===== src/rtl/lsu_pkg.sv =====
// Shared encodings for the load/store bus master: access sizes, response
// codes and the controller state.
package lsu_pkg;

    // Access size codes carried on req_size
    localparam logic [1:0] SZ_B = 2'd0;
    localparam logic [1:0] SZ_H = 2'd1;
    localparam logic [1:0] SZ_W = 2'd2;
    localparam logic [1:0] SZ_D = 2'd3;

    // Completion codes reported on rsp_code
    localparam logic [1:0] RSP_OK       = 2'd0;
    localparam logic [1:0] RSP_MISALIGN = 2'd1;
    localparam logic [1:0] RSP_BUSERR   = 2'd2;
    localparam logic [1:0] RSP_TIMEOUT  = 2'd3;

    typedef enum logic [1:0] {
        IDLE = 2'd0,
        BUS  = 2'd1,
        RESP = 2'd2
    } state_t;

endpackage


===== src/rtl/lsu_lane_align.sv =====
// Byte-lane steering for the load/store bus master. Purely combinational:
// store side builds the lane enables, shifted store data and misalign flag
// from the live request; load side extracts and extends the returned word
// using the offset/size captured when the access was accepted.
module lsu_lane_align
    import lsu_pkg::*;
#(
    parameter int DATA_W = 32,
    localparam int SEL_W = DATA_W / 8,
    localparam int OFF_W = $clog2(SEL_W)
) (
    input  logic [OFF_W-1:0]  st_off,
    input  logic [1:0]        st_size,
    input  logic [DATA_W-1:0] st_wdata,
    output logic [SEL_W-1:0]  sel,
    output logic [DATA_W-1:0] st_data,
    output logic              misalign,
    input  logic [OFF_W-1:0]  ld_off,
    input  logic [1:0]        ld_size,
    input  logic              ld_signed,
    input  logic [DATA_W-1:0] ld_raw,
    output logic [DATA_W-1:0] ld_data
);

    int                lane_lo;
    int                lane_hi;
    logic [DATA_W-1:0] ld_shift;
    int                ld_bits;
    logic              ld_fill;

    // Lane window [lane_lo, lane_hi) covered by the store/load access
    always_comb begin
        lane_lo = int'(st_off);
        lane_hi = lane_lo + (1 << st_size);
    end

    genvar gi;
    generate
        for (gi = 0; gi < SEL_W; gi++) begin : g_sel
            assign sel[gi] = (gi >= lane_lo) && (gi < lane_hi);
        end
    endgenerate

    assign st_data = st_wdata << {st_off, 3'b000};

    // Natural alignment check; a dword is never legal on a 32-bit bus
    always_comb begin
        misalign = 1'b0;
        case (st_size)
            SZ_B:    misalign = 1'b0;
            SZ_H:    misalign = st_off[0];
            SZ_W:    misalign = |st_off[1:0];
            default: misalign = (DATA_W == 32) ? 1'b1 : (|st_off);
        endcase
    end

    // Right-justify the selected lanes and find the sign bit of the access
    always_comb begin
        ld_shift = ld_raw >> {ld_off, 3'b000};
        ld_bits  = 8 << ld_size;
        if (ld_bits > DATA_W) begin
            ld_bits = DATA_W;
        end
        ld_fill = 1'b0;
        for (int i = 0; i < DATA_W; i++) begin
            if (i == ld_bits - 1) begin
                ld_fill = ld_signed & ld_shift[i];
            end
        end
    end

    generate
        for (gi = 0; gi < DATA_W; gi++) begin : g_ext
            assign ld_data[gi] = (gi < ld_bits) ? ld_shift[gi] : ld_fill;
        end
    endgenerate

endmodule


===== src/rtl/lsu_bus_master.sv =====
// Registered load/store bus master. Accepts one CPU access at a time,
// runs a single strobed bus cycle (or rejects it as misaligned), and
// reports completion with a one-cycle rsp_valid pulse.
module lsu_bus_master
    import lsu_pkg::*;
#(
    parameter int DATA_W  = 32,
    parameter int ADDR_W  = 32,
    parameter int TIMEOUT = 255,
    parameter int SEL_W   = DATA_W / 8
) (
    input  logic              clk,
    input  logic              reset,
    input  logic              req_valid,
    input  logic              req_we,
    input  logic [1:0]        req_size,
    input  logic              req_signed,
    input  logic [ADDR_W-1:0] req_addr,
    input  logic [DATA_W-1:0] req_wdata,
    output logic              busy,
    output logic              rsp_valid,
    output logic [DATA_W-1:0] rsp_rdata,
    output logic              rsp_err,
    output logic [1:0]        rsp_code,
    output logic              STB,
    output logic              WE,
    output logic [ADDR_W-1:0] Addr,
    output logic [SEL_W-1:0]  SEL,
    output logic [DATA_W-1:0] Data_O,
    input  logic [DATA_W-1:0] Data_I,
    input  logic              ACK,
    input  logic              ERR
);

    localparam int OFF_W   = $clog2(SEL_W);
    localparam int TMR_W   = (TIMEOUT > 0) ? $clog2(TIMEOUT + 1) : 1;
    localparam bit WDOG_EN = (TIMEOUT > 0);

    state_t            state_reg, state_next;
    logic              stb_reg, stb_next;
    logic              we_reg, we_next;
    logic [ADDR_W-1:0] addr_reg, addr_next;
    logic [SEL_W-1:0]  sel_reg, sel_next;
    logic [DATA_W-1:0] data_o_reg, data_o_next;
    logic [DATA_W-1:0] rdata_reg, rdata_next;
    logic [1:0]        code_reg, code_next;
    logic [TMR_W-1:0]  timer_reg, timer_next;
    logic [OFF_W-1:0]  ld_off_reg, ld_off_next;
    logic [1:0]        ld_size_reg, ld_size_next;
    logic              ld_signed_reg, ld_signed_next;

    logic [SEL_W-1:0]  lane_sel;
    logic [DATA_W-1:0] lane_wdata;
    logic [DATA_W-1:0] lane_rdata;
    logic              lane_misalign;
    logic              timeout_hit;

    lsu_lane_align #(
        .DATA_W (DATA_W)
    ) u_align (
        .st_off    (req_addr[OFF_W-1:0]),
        .st_size   (req_size),
        .st_wdata  (req_wdata),
        .sel       (lane_sel),
        .st_data   (lane_wdata),
        .misalign  (lane_misalign),
        .ld_off    (ld_off_reg),
        .ld_size   (ld_size_reg),
        .ld_signed (ld_signed_reg),
        .ld_raw    (Data_I),
        .ld_data   (lane_rdata)
    );

    assign timeout_hit = WDOG_EN && (timer_reg == TMR_W'(TIMEOUT));

    // Controller state register
    always_ff @(posedge clk) begin
        if (reset) begin
            state_reg <= IDLE;
        end else begin
            state_reg <= state_next;
        end
    end

    // Bus outputs, response holding registers, watchdog and captured load shape
    always_ff @(posedge clk) begin
        if (reset) begin
            stb_reg       <= 1'b0;
            we_reg        <= 1'b0;
            addr_reg      <= '0;
            sel_reg       <= '0;
            data_o_reg    <= '0;
            rdata_reg     <= '0;
            code_reg      <= RSP_OK;
            timer_reg     <= '0;
            ld_off_reg    <= '0;
            ld_size_reg   <= SZ_B;
            ld_signed_reg <= 1'b0;
        end else begin
            stb_reg       <= stb_next;
            we_reg        <= we_next;
            addr_reg      <= addr_next;
            sel_reg       <= sel_next;
            data_o_reg    <= data_o_next;
            rdata_reg     <= rdata_next;
            code_reg      <= code_next;
            timer_reg     <= timer_next;
            ld_off_reg    <= ld_off_next;
            ld_size_reg   <= ld_size_next;
            ld_signed_reg <= ld_signed_next;
        end
    end

    // Next-state and datapath decisions; ERR beats ACK beats the watchdog
    always_comb begin
        state_next     = state_reg;
        stb_next       = stb_reg;
        we_next        = we_reg;
        addr_next      = addr_reg;
        sel_next       = sel_reg;
        data_o_next    = data_o_reg;
        rdata_next     = rdata_reg;
        code_next      = code_reg;
        timer_next     = timer_reg;
        ld_off_next    = ld_off_reg;
        ld_size_next   = ld_size_reg;
        ld_signed_next = ld_signed_reg;
        case (state_reg)
            IDLE: begin
                if (req_valid) begin
                    rdata_next     = '0;
                    ld_off_next    = req_addr[OFF_W-1:0];
                    ld_size_next   = req_size;
                    ld_signed_next = req_signed;
                    if (lane_misalign) begin
                        code_next  = RSP_MISALIGN;
                        state_next = RESP;
                    end else begin
                        code_next   = RSP_OK;
                        stb_next    = 1'b1;
                        we_next     = req_we;
                        addr_next   = {req_addr[ADDR_W-1:OFF_W], {OFF_W{1'b0}}};
                        sel_next    = lane_sel;
                        data_o_next = lane_wdata;
                        timer_next  = '0;
                        state_next  = BUS;
                    end
                end
            end
            BUS: begin
                if (ERR) begin
                    code_next  = RSP_BUSERR;
                    rdata_next = '0;
                    stb_next   = 1'b0;
                    state_next = RESP;
                end else if (ACK) begin
                    code_next  = RSP_OK;
                    rdata_next = we_reg ? '0 : lane_rdata;
                    stb_next   = 1'b0;
                    state_next = RESP;
                end else if (timeout_hit) begin
                    code_next  = RSP_TIMEOUT;
                    rdata_next = '0;
                    stb_next   = 1'b0;
                    state_next = RESP;
                end else if (timer_reg != '1) begin
                    timer_next = timer_reg + TMR_W'(1);
                end
            end
            RESP: begin
                state_next = IDLE;
            end
            default: begin
                state_next = IDLE;
            end
        endcase
    end

    assign busy      = (state_reg != IDLE);
    assign rsp_valid = (state_reg == RESP);
    assign rsp_err   = rsp_valid && (code_reg != RSP_OK);
    assign rsp_rdata = rdata_reg;
    assign rsp_code  = code_reg;
    assign STB       = stb_reg;
    assign WE        = we_reg;
    assign Addr      = addr_reg;
    assign SEL       = sel_reg;
    assign Data_O    = data_o_reg;

endmodule


===== config.mk =====
export PLATFORM = sky130hd
export DESIGN_NAME = lsu_bus_master
export DESIGN_NICKNAME = d
export VERILOG_FILES = /design/src/rtl/lsu_pkg.sv /design/src/rtl/lsu_lane_align.sv /design/src/rtl/lsu_bus_master.sv
export SDC_FILE = /design/constraint.sdc
export NUM_CORES = 1
export LEC_CHECK = 0
export BUFFER_PORTS_ARGS = -buffer_cell sky130_fd_sc_hd__buf_2
export CORE_ASPECT_RATIO = 1.2
export CORE_MARGIN = 2
export CORE_UTILIZATION = 45
export CTS_BUF_LIST = sky130_fd_sc_hd__clkbuf_4 sky130_fd_sc_hd__clkbuf_8 sky130_fd_sc_hd__clkbuf_16
export DETAILED_ROUTE_END_ITERATION = 6
export MAX_ROUTING_LAYER = met4
export PLACE_DENSITY = 0.87
export SLEW_MARGIN = 20
export SYNTH_ARGS = -nofsm -noshare
export SYNTH_HDL_FRONTEND = slang
export SYNTH_HIERARCHICAL = 1
export SYNTH_SLANG_ARGS = --single-unit
export TNS_END_PERCENT = 20

===== constraint.sdc =====
create_clock -name clk -period 2.7 [get_ports clk]
set_input_delay 0.27 -clock clk [delete_from_list [all_inputs] [get_ports clk]]
set_output_delay 0.27 -clock clk [all_outputs]
set_load 0.05 [all_outputs]

==> results of run 1 <==
## worst min-delay path, cell delays in order
cell	delay, ps
buf_2	90
nand2_1	40
a21oi_1	50
## cell usage after synthesis, types with 2 or more instances
master,n
nor2_1,39
clkbuf_1,34
buf_6,5
dfxtp_1,117
nor3_1,6
nor2b_1,19
ha_1,8
a22o_1,32
nand3_1,5
nand2_1,164
and3_1,5
conb_1,3
a31oi_1,5
inv_1,11
o21ai_0,24
a21oi_2,4
o21a_1,3
nand2b_1,5
buf_2,10
nor4_1,2
mux2i_1,40
a211oi_1,22
and2_1,9
a311oi_1,2
buf_1,2
a21oi_1,96
buf_4,3
nor3b_2,2
## stage by stage
| step | setup WS [ps] | instances | instance area, um2 | TNS [ps] | hold slack [ps] |
|---|---|---|---|---|---|
| global placement | 202 | 1032 | 6740 | 0 | 439 |
| finish | 95.7 | 1067 | 7420 | 0 | 94.3 |
| CTS | 48.2 | 1064 | 7360 | 0 | 84.3 |
| floorplan | 20.3 | 700 | 5620 | 0 | 406 |
| detailed placement | 70.9 | 1032 | 6740 | 0 | 443 |
| global route | -58.9 | 1067 | 7420 | -63.2 | 89.7 |
## routing by layer
layer / share of wire / vias up
met2: 0.48 / 310
met3: 0.085 / 54
met4: 0.040 / 0
met1: 0.39 / 2682
met5: 0 / -
li1: - / 2803
## path summary, 6_finish.rpt
kind	start	end	slack, ps	cells past startpoint
setup / recovery	ld_size_reg[1]	rsp_rdata[13]	100	12
hold / removal	req_addr[18]	Addr[18]	90	3
setup reg to reg	ld_size_reg[1]	rsp_rdata[13]	100	12
hold reg to reg	Data_O[13]	Data_O[13]	450	2
## area by class of cell
type / count / area (um2)
diodes: 1 / 2.50
clock buffers: 20 / 448
clock inverters: 12 / 179
fillers: 1090 / 4690
inverters: 11 / 41.3
multi-input cells: 520 / 3040
flip-flops and latches: 117 / 2340
well taps: 161 / 201
repair buffers: 225 / 1170
## report_power, final
| group | leakage (nW) | internal [mW] | switching, mW |
|---|---|---|---|
| Combinational | 2.13 | 0.286 | 0.626 |
| Sequential | 0.949 | 1.79 | 0.0425 |
| Clock | 0.301 | 1.58 | 0.817 |
| Total | 3.38 | 3.65 | 1.49 |
## cell families (layout without fill, tap and decap cells)
logic type | after synthesis | count (layout) | synth area share
AND/OR/NAND/NOR | 265 | 265 | 0.209
AO/OA/AOI/OAI | 197 | 199 | 0.220
flip-flops | 117 | 117 | 0.417
buffers and inverters | 65 | 268 | 0.0544
multiplexers | 41 | 41 | 0.0738
adder cells (fa/ha/maj) | 9 | 9 | 0.0214
other | 3 | 6 | 0.00201
XOR/XNOR | 1 | 1 | 0.00156
## repair_timing
action,4_1_cts,5_1_grt
hold endpoints to repair,0,0
setup endpoints to repair,0,25
gates resized for setup,0,6
==> run summary, run 1 <==
power per standard cell area: 693 mW/mm2
initial antenna violation count: 1
DR pass1 iterations: 5
EDFF count, synth: 0
drt wl/cell: 16.2 um
maximum VDD drop: 0.424 mV
Max Clock Skew: 7.28 ps
crit path cell chain: inv_1, nand2_1, ha_1, ha_1, inv_1, ha_1, nand4bb_1, nor3_4, nor4_4, a211o_2, a21oi_1, a22o_1
first-pass GRT wire length: 27.0 mm
RSZ-0062 raised after global routing: true
GR Overflow Total: 0
Sink Count: 117
met2 Track Usage GR: 0.435
run status: finished clean
Worst Path Arrival: 2950 ps
Fin. Hold Viols: 0
asr flop ratio synth: 0
TritonCTS buffer count: 17
vias in the first global route: 5525
ratio of cells with drive above 1 in the final layout: 0.304
Top Ports: 212
Final Wtd Congestion: 0.878
CP startpoint kind: flip-flop
Total Wirelength: 17.3 mm
top-area cell type share of the netlist area: 0.417
DR vias/cell: 5.48
commonest non-fill, non-tap cell in the layout: buf_2
Post-Syn Area: 0.00561 mm2
Vias: 5849
hold buffers post-CTS: 0
register area share after synthesis: 0.417
met1 usage: 0.298
final core utilization: 0.613
GRT Util Overall: 0.261
Core ar.: 0.0121 mm2
Critical Path RT: 3040 ps
die area: 0.0134 mm2
Hold WC Path Type: input port to flip-flop
layer carrying the most global-route usage: met2
Skew-Pair Late Insertion Delay: 410 ps
Vert. Die Dim: 126 um
MaxCap Viol Count: 0
setup violators final: 0
register bit total from synthesis: 117
worst slew pin tran: 662 ps
leakage power: 3.38 nW
Final Max Tran Viols: 0
Initial Utilization: 0.463
FP Rows: 44
Layout Nets: 1006
port bufs: 209
most area-consuming cells after synthesis: dfxtp_1 42%, nand2_1 11%, a21oi_1 8.6%
Final Critical Period: 2600 ps
Area Overhead vs Synth: 32.2%
met3 usage: 0.0576
most frequent cells in the layout: 209 x buf_2, 164 x nand2_1, 117 x dfxtp_1
post-route antenna net violation count: 0
worst setup path class: flip-flop to flip-flop
clk slew on worst S/H paths: 60 ps
Synth Flop Type: dfxtp_1
CTS H-tree lvls: 4
Period Utilization, post-route: 0.965
critical path's largest stage delay: 390 ps
Slew headroom: 0.557
CP endpoint kind: flip-flop
clk buf depth: 2
post-CTS setup buffer count: 0
CTS root buf: clkbuf_16
die width: 106 um
synthesized area per cell: 8.04 um2
total power: 5.14 mW
Synth area leader: dfxtp_1
CP top delay family: compound AO/OA/AOI/OAI gates
HPWL Detailed: 11.8 mm
Iter 0 DRT Violations: 441
Buf/Inv on CP: 2
largest net degree at the start of global routing: 44
most used cell along the critical path: ha_1
Slowest-stage cell, CP: a211o_2
Synth Instances: 698
f_max: 0.384 GHz
CTS tree: yes
Max FO, Critical Path: 7
post-synth cell types: 49
# DRC: 0
Synth Warn #: 6
No activity file was read; power rests on OpenSTA's default activity.
==> run 2: changes to the inputs <==
- PLACE_DENSITY: 0.87 -> 0.77
==> run 2 against run 1 <==
Against the previous run: clock skew up 5.0 ps; routed wire length down 5.7%; critical path type unchanged; fmax up 4.0%; sequential share of layout area up 0.27 points; global-route usage down 1.3 points.
==> run summary, run 2 (synthesis results as in run 1) <==
Worst Path Arrival: 2860 ps
power per standard cell area: 676 mW/mm2
vias in the first global route: 5393
drt wl/cell: 15.4 um
Final Critical Period: 2510 ps
Vert. Die Dim: 126 um
layer carrying the most global-route usage: met2
Initial Utilization: 0.463
die width: 106 um
first-pass GRT wire length: 25.8 mm
hold buffers post-CTS: 0
Filler cells: 1102
Finished Cell Area: 0.00736 mm2
GRT Util Overall: 0.248
Final Wtd Congestion: 0.874
Final Max Tran Viols: 0
most used cell along the critical path: ha_1
CP endpoint kind: flip-flop
FP Rows: 44
sequential share of power: 0.370
depth of the worst hold-timing path: 3
worst setup path class: flip-flop to flip-flop
MaxCap Viol Count: 0
Core ar.: 0.0121 mm2
CTS H-tree lvls: 4
CP top delay family: compound AO/OA/AOI/OAI gates
port bufs: 209
# DRC: 0
largest net degree at the start of global routing: 73
Max Clock Skew: 12.3 ps
met2 Track Usage GR: 0.415
reg2reg setup slack: 190 ps
crit path cell chain: inv_1, nand2_1, ha_1, ha_1, inv_1, ha_1, nand4bb_1, nor3_1, nor4_1, a211o_2, buf_12, a21oi_1, a22o_1
Skew-Pair Late Insertion Delay: 410 ps
f_max: 0.399 GHz
GR Overflow Total: 0
Period Utilization, post-route: 0.928
Total Wirelength: 16.4 mm
initial antenna violation count: 0
R2R depth: 13
Hold WC Path Type: input port to flip-flop
setup violators final: 0
clk slew on worst S/H paths: 70 ps
DR pass1 iterations: 4
Switch Pwr: 1.52 mW
CTS tree: yes
most frequent cells in the layout: 209 x buf_2, 164 x nand2_1, 117 x dfxtp_1
Reg area: 0.00234 mm2
Slew headroom: 0.482
commonest non-fill, non-tap cell in the layout: buf_2
Clk network pwr share: 0.454
Iter 0 DRT Violations: 250
Slowest-stage cell, CP: a211o_2
Area Overhead vs Synth: 31.1%
met1 usage: 0.290
Layout Nets: 1004
final core utilization: 0.607
Critical Path RT: 3050 ps
ratio of cells with drive above 1 in the final layout: 0.301
Internal: 3.45 mW
Sink Count: 117
Max FO, Critical Path: 20
DR vias/cell: 5.29
placed cell area: 0.00675 mm2
Hold Slack: 87.5 ps
Top Ports: 212
combinational share of power: 0.177
PostCTS Resize Cnt: 0
HPWL Detailed: 11.3 mm
Fin. Hold Viols: 0
worst slew pin tran: 777 ps
met3 usage: 0.0504
maximum VDD drop: 0.386 mV
RSZ-0062 raised after global routing: false
Vias: 5627
leakage power: 3.36 nW
switch share: 0.306
clk buf depth: 2
die area: 0.0134 mm2
critical path's largest stage delay: 370 ps
setup TNS: 0 ps
CP Depth: 13
footprint of the multi-input gates: 0.00299 mm2
CP startpoint kind: flip-flop
TritonCTS buffer count: 17
Buf/Inv on CP: 3
CTS root buf: clkbuf_16
post-route antenna net violation count: 0
ant diodes: 0
run status: finished clean
post-CTS setup buffer count: 0
-- run 2: cell count changes in the layout (fill, tap and decap cells not counted), sizes merged --
cell	previous run	this run
clkinvlp	3	1
clkinv	4	6
a211o	4	2
diode	1	0
bufinv	4	2
clkbuf	20	17
inv	12	17
-- run 2: final timing paths --
kind,startpoint,to
worst max-delay path,ld_size_reg[1],rsp_rdata[13]
worst min-delay path,req_addr[4],Addr[4]
worst max register to register,ld_size_reg[1],rsp_rdata[13]
worst min register to register,Data_O[5],Data_O[5]
-- run 2: per-stage QoR --
| step | worst slack, ps | instances | power (mW) |
|---|---|---|---|
| after floorplan | 20.3 | 700 | 2.49 |
| after global placement | 287 | 1030 | 2.74 |
| after detailed placement | 191 | 1030 | 2.75 |
| after CTS | 178 | 1062 | 5.01 |
| after global routing | 3.32 | 1064 | 5.18 |
| final | 195 | 1064 | 4.98 |
-- run 2: power by group through the flow --
stage / Combinational [mW] / Clock [mW] / Sequential [mW]
5_1_grt: 0.953 / 2.38 / 1.85
2_1_floorplan: 0.437 / 0 / 2.05
4_1_cts: 0.876 / 2.29 / 1.84
3_3_place_gp: 0.865 / 0 / 1.87
3_5_place_dp: 0.871 / 0 / 1.87
6_report: 0.880 / 2.26 / 1.84
-- run 2: layout make-up --
type                    count  share of cell area
clock buffers              17              0.0578
clock inverters            15              0.0230
inverters                  11             0.00561
multi-input cells         518               0.406
flip-flops and latches    117               0.318
well taps                 161              0.0274
repair buffers            225               0.162
-- run 2: worst reg2reg max path, stage by stage (launching register included) --
cell	delay, ps
dfxtp_1	350
inv_1	140
nand2_1	70
ha_1	210
ha_1	210
inv_1	60
ha_1	130
nand4bb_1	100
nor3_1	230
nor4_1	100
a211o_2	370
buf_12	170
a21oi_1	160
a22o_1	150
-- run 2: routing by layer --
| metal | vias to the layer above | wire length, um |
|---|---|---|
| li1 | 2790 | - |
| met3 | 31 | 1010 |
| met1 | 2574 | 6850 |
| met5 | - | 0 |
| met2 | 232 | 8090 |
| met4 | 0 | 397 |
